===== config.mk =====
export PLATFORM = sky130hd
export DESIGN_NAME = spi_slave
export DESIGN_NICKNAME = d
export VERILOG_FILES = /design/src/rtl/spi_pkg.sv /design/src/rtl/spi_tx_ser.sv /design/src/rtl/spi_slave.sv
export SDC_FILE = /design/constraint.sdc
export NUM_CORES = 1
export LEC_CHECK = 0
export BUFFER_PORTS_ARGS = -buffer_cell sky130_fd_sc_hd__buf_2
export CAP_MARGIN = 30
export CORE_ASPECT_RATIO = 1.2
export CORE_MARGIN = 4
export CORE_UTILIZATION = 45
export CTS_CLUSTER_DIAMETER = 80
export DETAILED_ROUTE_END_ITERATION = 10
export PLACE_DENSITY = 0.75
export SLEW_MARGIN = 10
export SYNTH_ARGS = -nofsm -noshare
export SYNTH_HDL_FRONTEND = slang
export SYNTH_SLANG_ARGS = --single-unit

===== constraint.sdc =====
create_clock -name clk -period 2.6 [get_ports clk]
set_input_delay 0.52 -clock clk [delete_from_list [all_inputs] [get_ports clk]]
set_output_delay 0.52 -clock clk [all_outputs]
set_load 0.01 [all_outputs]

===== src/rtl/spi_pkg.sv =====
// Shared types and constants for the SPI memory-slave front end.
// Frame FSM state encoding, command opcodes and the opcode/path legality check.
package spi_pkg;

  localparam int DATA_WIDTH_DEF = 8;
  localparam int FRAME_BITS_DEF = 10;

  typedef enum logic [2:0] {
    IDLE      = 3'd0,
    CHK_CMD   = 3'd1,
    WRITE     = 3'd2,
    READ_ADD  = 3'd3,
    READ_DATA = 3'd4
  } state_e;

  localparam logic [1:0] OP_WR_ADDR = 2'b00;
  localparam logic [1:0] OP_WR_DATA = 2'b01;
  localparam logic [1:0] OP_RD_ADDR = 2'b10;
  localparam logic [1:0] OP_RD_DATA = 2'b11;

  // True when the received opcode matches the path chosen by the command bit.
  function automatic logic opcode_ok(input state_e st, input logic [1:0] op);
    case (st)
      WRITE:     opcode_ok = (op == OP_WR_ADDR) || (op == OP_WR_DATA);
      READ_ADD:  opcode_ok = (op == OP_RD_ADDR);
      READ_DATA: opcode_ok = (op == OP_RD_DATA);
      default:   opcode_ok = 1'b0;
    endcase
  endfunction

endpackage


===== src/rtl/spi_tx_ser.sv =====
// Load/shift MISO serializer: W bits MSB first, line held low when idle.
// done rises once the final bit has left the line and stays until the next load/clr.
module spi_tx_ser #(
  parameter int W = 8
) (
  input  logic         clk,
  input  logic         rst_n,
  input  logic         clr,
  input  logic         load,
  input  logic [W-1:0] data,
  output logic         miso,
  output logic         done
);

  localparam int CW = $clog2(W + 1);

  logic [W-1:0]  sh_q, sh_d;
  logic [CW-1:0] cnt_q, cnt_d;
  logic          miso_q, miso_d;
  logic          done_q, done_d;

  always_comb begin
    sh_d   = sh_q;
    cnt_d  = cnt_q;
    miso_d = 1'b0;
    done_d = done_q;
    if (clr) begin
      cnt_d  = '0;
      done_d = 1'b0;
    end else if (load) begin
      sh_d   = data << 1;
      miso_d = data[W-1];
      cnt_d  = CW'(W - 1);
      done_d = 1'b0;
    end else if (cnt_q != '0) begin
      miso_d = sh_q[W-1];
      sh_d   = sh_q << 1;
      cnt_d  = cnt_q - 1'b1;
    end else begin
      done_d = 1'b1;
    end
  end

  always_ff @(posedge clk or negedge rst_n) begin
    if (!rst_n) begin
      sh_q   <= '0;
      cnt_q  <= '0;
      miso_q <= 1'b0;
      done_q <= 1'b0;
    end else begin
      sh_q   <= sh_d;
      cnt_q  <= cnt_d;
      miso_q <= miso_d;
      done_q <= done_d;
    end
  end

  assign miso = miso_q;
  assign done = done_q;

endmodule


===== src/rtl/spi_slave.sv =====
// SPI memory-slave serial front end: frame FSM, MOSI deserializer, MISO read-back.
// Optional macro SPI_OPCODE_CHECK_EN drops completed frames whose opcode does not fit the path.
//
// state     | meaning
// IDLE      | waiting for SS_n low
// CHK_CMD   | sampling the command bit that selects the path
// WRITE     | receiving a write frame
// READ_ADD  | receiving a read-address frame
// READ_DATA | receiving a read-data frame, then returning RAM data on MISO
module spi_slave
  import spi_pkg::*;
#(
  parameter int DATA_WIDTH = DATA_WIDTH_DEF,
  parameter int FRAME_BITS = FRAME_BITS_DEF
) (
  input  logic                  clk,
  input  logic                  rst_n,
  input  logic                  SS_n,
  input  logic                  MOSI,
  input  logic [DATA_WIDTH-1:0] tx_data,
  input  logic                  tx_valid,
  output logic [FRAME_BITS-1:0] rx_data,
  output logic                  rx_valid,
  output logic                  MISO
);

  localparam int               CNT_W    = $clog2(FRAME_BITS + 1);
  localparam logic [CNT_W-1:0] CNT_LAST = CNT_W'(FRAME_BITS - 1);
  localparam logic [CNT_W-1:0] CNT_FULL = CNT_W'(FRAME_BITS);

  state_e                state_q, state_d;
  logic [CNT_W-1:0]      bit_cnt_q, bit_cnt_d;
  logic [FRAME_BITS-2:0] rx_shift_q, rx_shift_d;
  logic [FRAME_BITS-1:0] rx_data_q, rx_data_d;
  logic                  rx_valid_q, rx_valid_d;
  logic                  rd_addr_held_q, rd_addr_held_d;
  logic                  loaded_q, loaded_d;
  logic                  frame_ok_q, frame_ok_d;

  logic [FRAME_BITS-1:0] frame;
  logic                  frame_accept;
  logic                  tx_load, tx_clr, tx_miso, tx_done;

  assign frame = {rx_shift_q, MOSI};

`ifdef SPI_OPCODE_CHECK_EN
  assign frame_accept = opcode_ok(state_q, frame[FRAME_BITS-1 -: 2]);
`else
  assign frame_accept = 1'b1;
`endif

  always_comb begin
    state_d        = state_q;
    bit_cnt_d      = bit_cnt_q;
    rx_shift_d     = rx_shift_q;
    rx_data_d      = rx_data_q;
    rx_valid_d     = 1'b0;
    rd_addr_held_d = rd_addr_held_q;
    loaded_d       = loaded_q;
    frame_ok_d     = frame_ok_q;
    tx_load        = 1'b0;
    tx_clr         = 1'b0;
    if (SS_n) begin
      // Frame boundary: anything partial is discarded and the line is released.
      state_d    = IDLE;
      bit_cnt_d  = '0;
      loaded_d   = 1'b0;
      frame_ok_d = 1'b0;
      tx_clr     = 1'b1;
    end else begin
      case (state_q)
        IDLE:    state_d = CHK_CMD;
        CHK_CMD: begin
          if (!MOSI)               state_d = WRITE;
          else if (rd_addr_held_q) state_d = READ_DATA;
          else                     state_d = READ_ADD;
        end
        WRITE, READ_ADD, READ_DATA: begin
          if (bit_cnt_q != CNT_FULL) begin
            rx_shift_d = frame[FRAME_BITS-2:0];
            bit_cnt_d  = bit_cnt_q + 1'b1;
            if (bit_cnt_q == CNT_LAST && frame_accept) begin
              rx_data_d  = frame;
              rx_valid_d = 1'b1;
              frame_ok_d = 1'b1;
              if (state_q == READ_ADD)  rd_addr_held_d = 1'b1;
              if (state_q == READ_DATA) rd_addr_held_d = 1'b0;
            end
          end
          // loaded blocks a level-held tx_valid from restarting the serializer.
          if (state_q == READ_DATA && frame_ok_q && !loaded_q && tx_valid) begin
            tx_load  = 1'b1;
            loaded_d = 1'b1;
          end
        end
        default: state_d = IDLE;
      endcase
    end
  end

  always_ff @(posedge clk or negedge rst_n) begin
    if (!rst_n) begin
      state_q        <= IDLE;
      bit_cnt_q      <= '0;
      rx_shift_q     <= '0;
      rx_data_q      <= '0;
      rx_valid_q     <= 1'b0;
      rd_addr_held_q <= 1'b0;
      loaded_q       <= 1'b0;
      frame_ok_q     <= 1'b0;
    end else begin
      state_q        <= state_d;
      bit_cnt_q      <= bit_cnt_d;
      rx_shift_q     <= rx_shift_d;
      rx_data_q      <= rx_data_d;
      rx_valid_q     <= rx_valid_d;
      rd_addr_held_q <= rd_addr_held_d;
      loaded_q       <= loaded_d;
      frame_ok_q     <= frame_ok_d;
    end
  end

  spi_tx_ser #(.W(DATA_WIDTH)) u_tx_ser (
    .clk   (clk),
    .rst_n (rst_n),
    .clr   (tx_clr),
    .load  (tx_load),
    .data  (tx_data),
    .miso  (tx_miso),
    .done  (tx_done)
  );

  assign rx_data  = rx_data_q;
  assign rx_valid = rx_valid_q;
  assign MISO     = tx_miso & ~tx_done;

endmodule


Yosys cells after proc, flatten, opt, wreduce, memory -nomap -nowiden
Cells that the tools add are included.
- output and inout port bits: 12
- register bits after elaboration: 44
- mux-type cells: 35
- bitwise operators: 4
- eq/ne operators: 8
- reduce and logical (&&, ||, !) cells: 21
- $add $sub $neg: 2
- operator list (operator ; count):
    $mux 4 ; 6
    $mux 1 ; 23
    $mux 8 ; 2
    $reduce_bool 2->1 ; 6
    $mux 3 ; 3
    $pmux 3 s3 ; 1
    $eq 3x2->1 const B ; 2
    $reduce_and 2->1 ; 3
    $reduce_and 3->1 ; 2
    $reduce_and 5->1 ; 1
    $add 4x1->4 const B ; 1
    $eq 4x4->1 const B ; 1
    $ne 4x4->1 const B ; 1
    $reduce_and 4->1 ; 1
    $reduce_bool 4->1 ; 1
    $sub 4x1->4 const B ; 1
    $eq 3x1->1 const B ; 1
    $eq 3x3->1 const B ; 1
    $logic_and 1x1->1 ; 3
    $logic_not 3->1 ; 1
    $ne 3x3->1 const B ; 1
    $not 1->1 ; 3
    $reduce_bool 3->1 ; 1
    $reduce_or 3->1 ; 1
    3 further kinds ; 3

Logic depth before layout (Yosys ltp)
- depth in word-level cells: 9
- gate-level depth with buffers: 6

By module
Synthesis repeated with hierarchy kept, for this count alone.
- cells, all modules: 156
- area total of the unflattened synthesis: 2004.4 um^2
- by module, submodules not included (module ; instances ; cells each ; sequential area each (um^2) ; area an instance (um^2)):
    spi_slave ; 1 ; 104 ; 750.7 ; 1350.0
    spi_tx_ser ; 1 ; 52 ; 325.3 ; 654.4

Worst setup path after synthesis
OpenSTA, ideal clock, no wires.
- kind: register to register
- start: register state_q[1]
- end: register rx_data_q[0], in the netlist rx_data[0]
- data arrival time: 1764 ps
- stages on the path, launching flop included: 6
- clock period less this slack: 1889 ps
- required time: 2475 ps
- path slack: 711 ps
- setup time: 125 ps
- cells stage by stage: dfrtp_1 > or3b_1 > buf_2 > a211oi_2 > buf_4 > mux2_2
- cells in the longest elaborated chain, start to end: 3
- RTL lines (what ; line ; source):
    from (decl) ; spi_slave.sv:31 ; state_e state_q, state_d;
    from (signal assigned) ; spi_slave.sv:112 ; state_q <= state_d;
    $eq 3x2->1 / $eq 3x3->1 (equally long branches) ; spi_slave.sv:71 ; case (state_q)
    $reduce_or 3->1 (*) ; spi_slave.sv:71 ;
    $reduce_and 4->1 (no line) (*) ; - ;
    to (signal assigned) ; spi_slave.sv:115 ; rx_data_q <= rx_data_d;
    to (decl) ; spi_slave.sv:34 ; logic [FRAME_BITS-1:0] rx_data_q, rx_data_d;
Every way passes the cells marked *; elsewhere a longest branch is shown, timed or not.
A chain may end at the register's enable or synchronous reset.

Final worst setup path
- start: register u_tx_ser.cnt_q[0]
- end: register u_tx_ser.sh_q[2]
- cells in the longest elaborated chain, start to end: 3
- RTL lines (what ; line ; source):
    from (decl) ; spi_tx_ser.sv:18 ; logic [CW-1:0] cnt_q, cnt_d;
    from (signal assigned) ; spi_tx_ser.sv:52 ; cnt_q <= cnt_d;
    $reduce_bool 4->1 ; spi_tx_ser.sv:35 ; end else if (cnt_q != '0) begin
    $reduce_bool 2->1 (no line) ; - ;
    $reduce_and 2->1 (no line) ; - ;
    to (signal assigned) ; spi_tx_ser.sv:46 ; sh_q <= '0;
    to (signal assigned) ; spi_tx_ser.sv:51 ; sh_q <= sh_d;
    to (decl) ; spi_tx_ser.sv:17 ; logic [W-1:0] sh_q, sh_d;
No other way between the ends.

==> results.yml <==
logic_synthesis:
  ys_top_cells_by_area: "dfrtp_1, mux2_2, inv_1, a221oi_1, ha_1"
  ys_types: 39
  postSynthAreaPerCell_sq_um: 11.9
  syn_area_sq_um: 1970
  syn_nets: 182
  ys_warn_count: 0
  synth-seq-cells: 43
  yosysTopAreaCellShare_pct: 54.7
  synthesis.instances: 165
  synth_edf_count: 0
  ys_seq_area_share_pct: 54.7
  synth_ff_type: "dfrtp_1"
  synth_largest_area_cell: "dfrtp_1"
  async_flop_share_pct: 100
clock_network:
  cts_buffer_depth: 2
  cts_root_buffer: "clkbuf_8"
  cts.reportedPaths.clkPinSlew_ns: 0.08
  cts_inserted_buffers: 5
  h-tree-depth: 2
  insertion_delay_ns: 0.30
  hold_buffers: 0
  cts_tree: "built"
  post-cts-setup-buffer-count: 0
  cts_resized: 0
  cts_sinks: 43
power_and_ir_drop:
  power_w: 0.00178
  internal_power_w: 0.00129
  p_clk_share_pct: 27.9
  p_leak_nw: 1.09
  switching_share_pct: 27.7
  p_sw_w: 0.000493
  combPwrFrac_pct: 22.5
  ir_worst_vdd_mv: 0.400
  power_density_nw_per_um2: 780
  power_frac_seq_pct: 49.6
detailed_routing:
  ant_nets: 0
  drt-vias-per-instance: 5.30
  drt-initial-drc-count: 133
  drc: 0
  wire_per_inst_um: 14.0
  vias: 1330
  wirelength_mm: 3.52
  first_pass_iters: 4
timing:
  setup_viol: 0
  rsz0062_at_grt: "no"
  hold_violations: 0
  tightest_slew_ns: 0.629
  finalSetupTns_ns: 0
  fmaxAchievable_mhz: 488
  fin_worst_skew_ns: 0.00823
  relSlewSlack_pct: 57.9
  maxSlewViolCount: 0
  fin_crit_ns: 2.05
  fin_crit_sh_pct: 78.8
  fin_hold_ws_ns: 0.102
hold_path:
  hold_class: "in2async"
worst_setup_path:
  cp.required_ns: 2.74
  crit_type: "reg2reg"
  worstPathArrival_ns: 2.19
  crit_fanout: 7
  critPathLaunchType: "flip-flop"
  setup.worst_path.end_class: "flip-flop"
  r2r_slack_ns: 0.55
global_routing:
  antenna_found_initial: 0
  grt_pass1_vias: 1319
  grt_overflow: 0
  grt_max_degree: 44
  grt_pass1_wl_mm: 6.07
  met1_usage_pct: 18.1
  grt_usage_pct: 14.8
  groute.layer.met2.usage_pct: 24.1
  gr-max-usage-layer: "met2"
  met3_usage_pct: 4.76
placed_design:
  dp_hpwl_mm: 2.47
  gp_congestion: 0.778
  dp_cells: 243
  port_buffers: 24
layout:
  multi_input_area_sq_um: 811
  n_antenna_cell: 0
  drive_gt1_share_pct: 31.3
  instances_no_fill: 251
  fin_util_pct: 54.0
  seqCellArea_sq_um: 1080
  nets: 212
  fillCellCount: 384
  area_delta_synth_final_pct: 16.0
floorplanning:
  num_rows: 26
  core_sq_um: 4230
  die_y_um: 80.4
  fp.dieArea_sq_um: 5500
  die_w_um: 68.4
  pin_count: 25
  initial_core_util_pct: 46.5
status:
  status: "finished, final reports clean"
flow_run:
  cap_violations: 0
## cells by family (layout without fill, tap and decap cells)
family          after synthesis  in the layout  synth area share, %
compound gates               31             31                 11.8
buf+inv                      20             50                 4.13
mux                          22             22                 12.6
simple gates                 43             43                 13.4
flops                        43             43                 54.7
xor+xnor                      2              2                0.890
fa+ha+maj                     4              4                 2.54
## cell usage in the layout (no fill, tap or decap), types with 2 or more instances in the layout
cell,synthesis,layout
a211oi_1,2,2
a21o_1,2,2
a21oi_1,6,6
a221oi_1,6,6
a31oi_1,4,4
buf_2,2,24
buf_4,1,4
clkbuf_8,0,5
dfrtp_1,43,43
ha_1,4,4
inv_1,14,14
mux2_2,21,21
nand2_1,3,3
nand2b_1,4,4
nand3_1,2,2
nand3b_1,2,2
nand4bb_1,2,2
nor2_1,7,7
nor2b_1,5,5
nor3_1,9,9
nor4bb_1,2,2
o21ai_0,4,4
or3b_2,2,2
## layout make-up
class | count | area share [%]
Inverter | 14 | 2.30
Timing Repair Buffer | 29 | 7.46
Tap cell | 56 | 3.07
Sequential cell | 43 | 47.1
Clock buffer | 6 | 3.18
Multi-Input combinational cell | 102 | 35.5
Clock inverter | 1 | 1.32
## path summary, 6_finish.rpt
| path | startpoint | to | depth (start not counted) |
|---|---|---|---|
| setup / recovery | u_tx_ser.cnt_q[0] | u_tx_ser.sh_q[2] | 5 |
| hold reg to reg | rx_data[0] | rx_data[0] | 1 |
| min in group clk | tx_data[0] | u_tx_ser.sh_q[1] | 2 |
| max in group asynchronous | rst_n | rx_data[1] | 2 |
| hold / removal | rst_n | u_tx_ser.cnt_q[3] | 1 |
| setup reg to reg | u_tx_ser.cnt_q[0] | u_tx_ser.sh_q[2] | 5 |
## Yosys cell counts, drive strengths merged (3+ instances only)
| cell type | n |
|---|---|
| dfrtp | 43 |
| mux2 | 22 |
| inv | 14 |
| nor3 | 9 |
| nor2 | 7 |
| a21oi | 6 |
| a221oi | 6 |
| nor2b | 5 |
| a211oi | 4 |
| a31oi | 4 |
| buf | 4 |
| ha | 4 |
| nand2b | 4 |
| o21ai | 4 |
| nand2 | 3 |
| or3b | 3 |
## flip-flops by register name (all words and copies together), names as in the netlist
signal / count
rx_shift_q: 9
loaded_q: 1
rx_data: 10
state_q: 3
u_tx_ser.miso: 1
rd_addr_held_q: 1
bit_cnt_q: 4
u_tx_ser.sh_q: 7
rx_valid: 1
frame_ok_q: 1
u_tx_ser.done: 1
u_tx_ser.cnt_q: 4
## critical path, stage by stage, from the launching register on
cell and delay (ns):
dfrtp_1 0.39, inv_1 0.09, ha_1 0.20, or3b_2 0.49, a2bb2oi_1 0.55, a221oi_1 0.17
## stage by stage
| step | setup slack, ns | cell area (sq um) |
|---|---|---|
| floorplan | 0.711 | 1970 |
| global placement | 0.624 | 2160 |
| detailed placement | 0.607 | 2160 |
| CTS | 0.576 | 2260 |
| global route | 0.425 | 2280 |
| finish | 0.551 | 2280 |
## power groups by stage
stage / sequential, W / clock (W) / combinational (W)
after floorplan: 0.000870 / 0 / 0.000306
after global placement: 0.000893 / 0 / 0.000388
after detailed placement: 0.000895 / 0 / 0.000395
after CTS: 0.000882 / 0.000507 / 0.000399
after global routing: 0.000899 / 0.000534 / 0.000456
final: 0.000882 / 0.000497 / 0.000400
## routing by layer
metal	vias to the layer above	wire length [um]
met1	650	1590
met5	-	0
met3	7	155
li1	652	-
met4	0	65
met2	21	1710
Note: power is estimated with default switching activity, not from simulation.
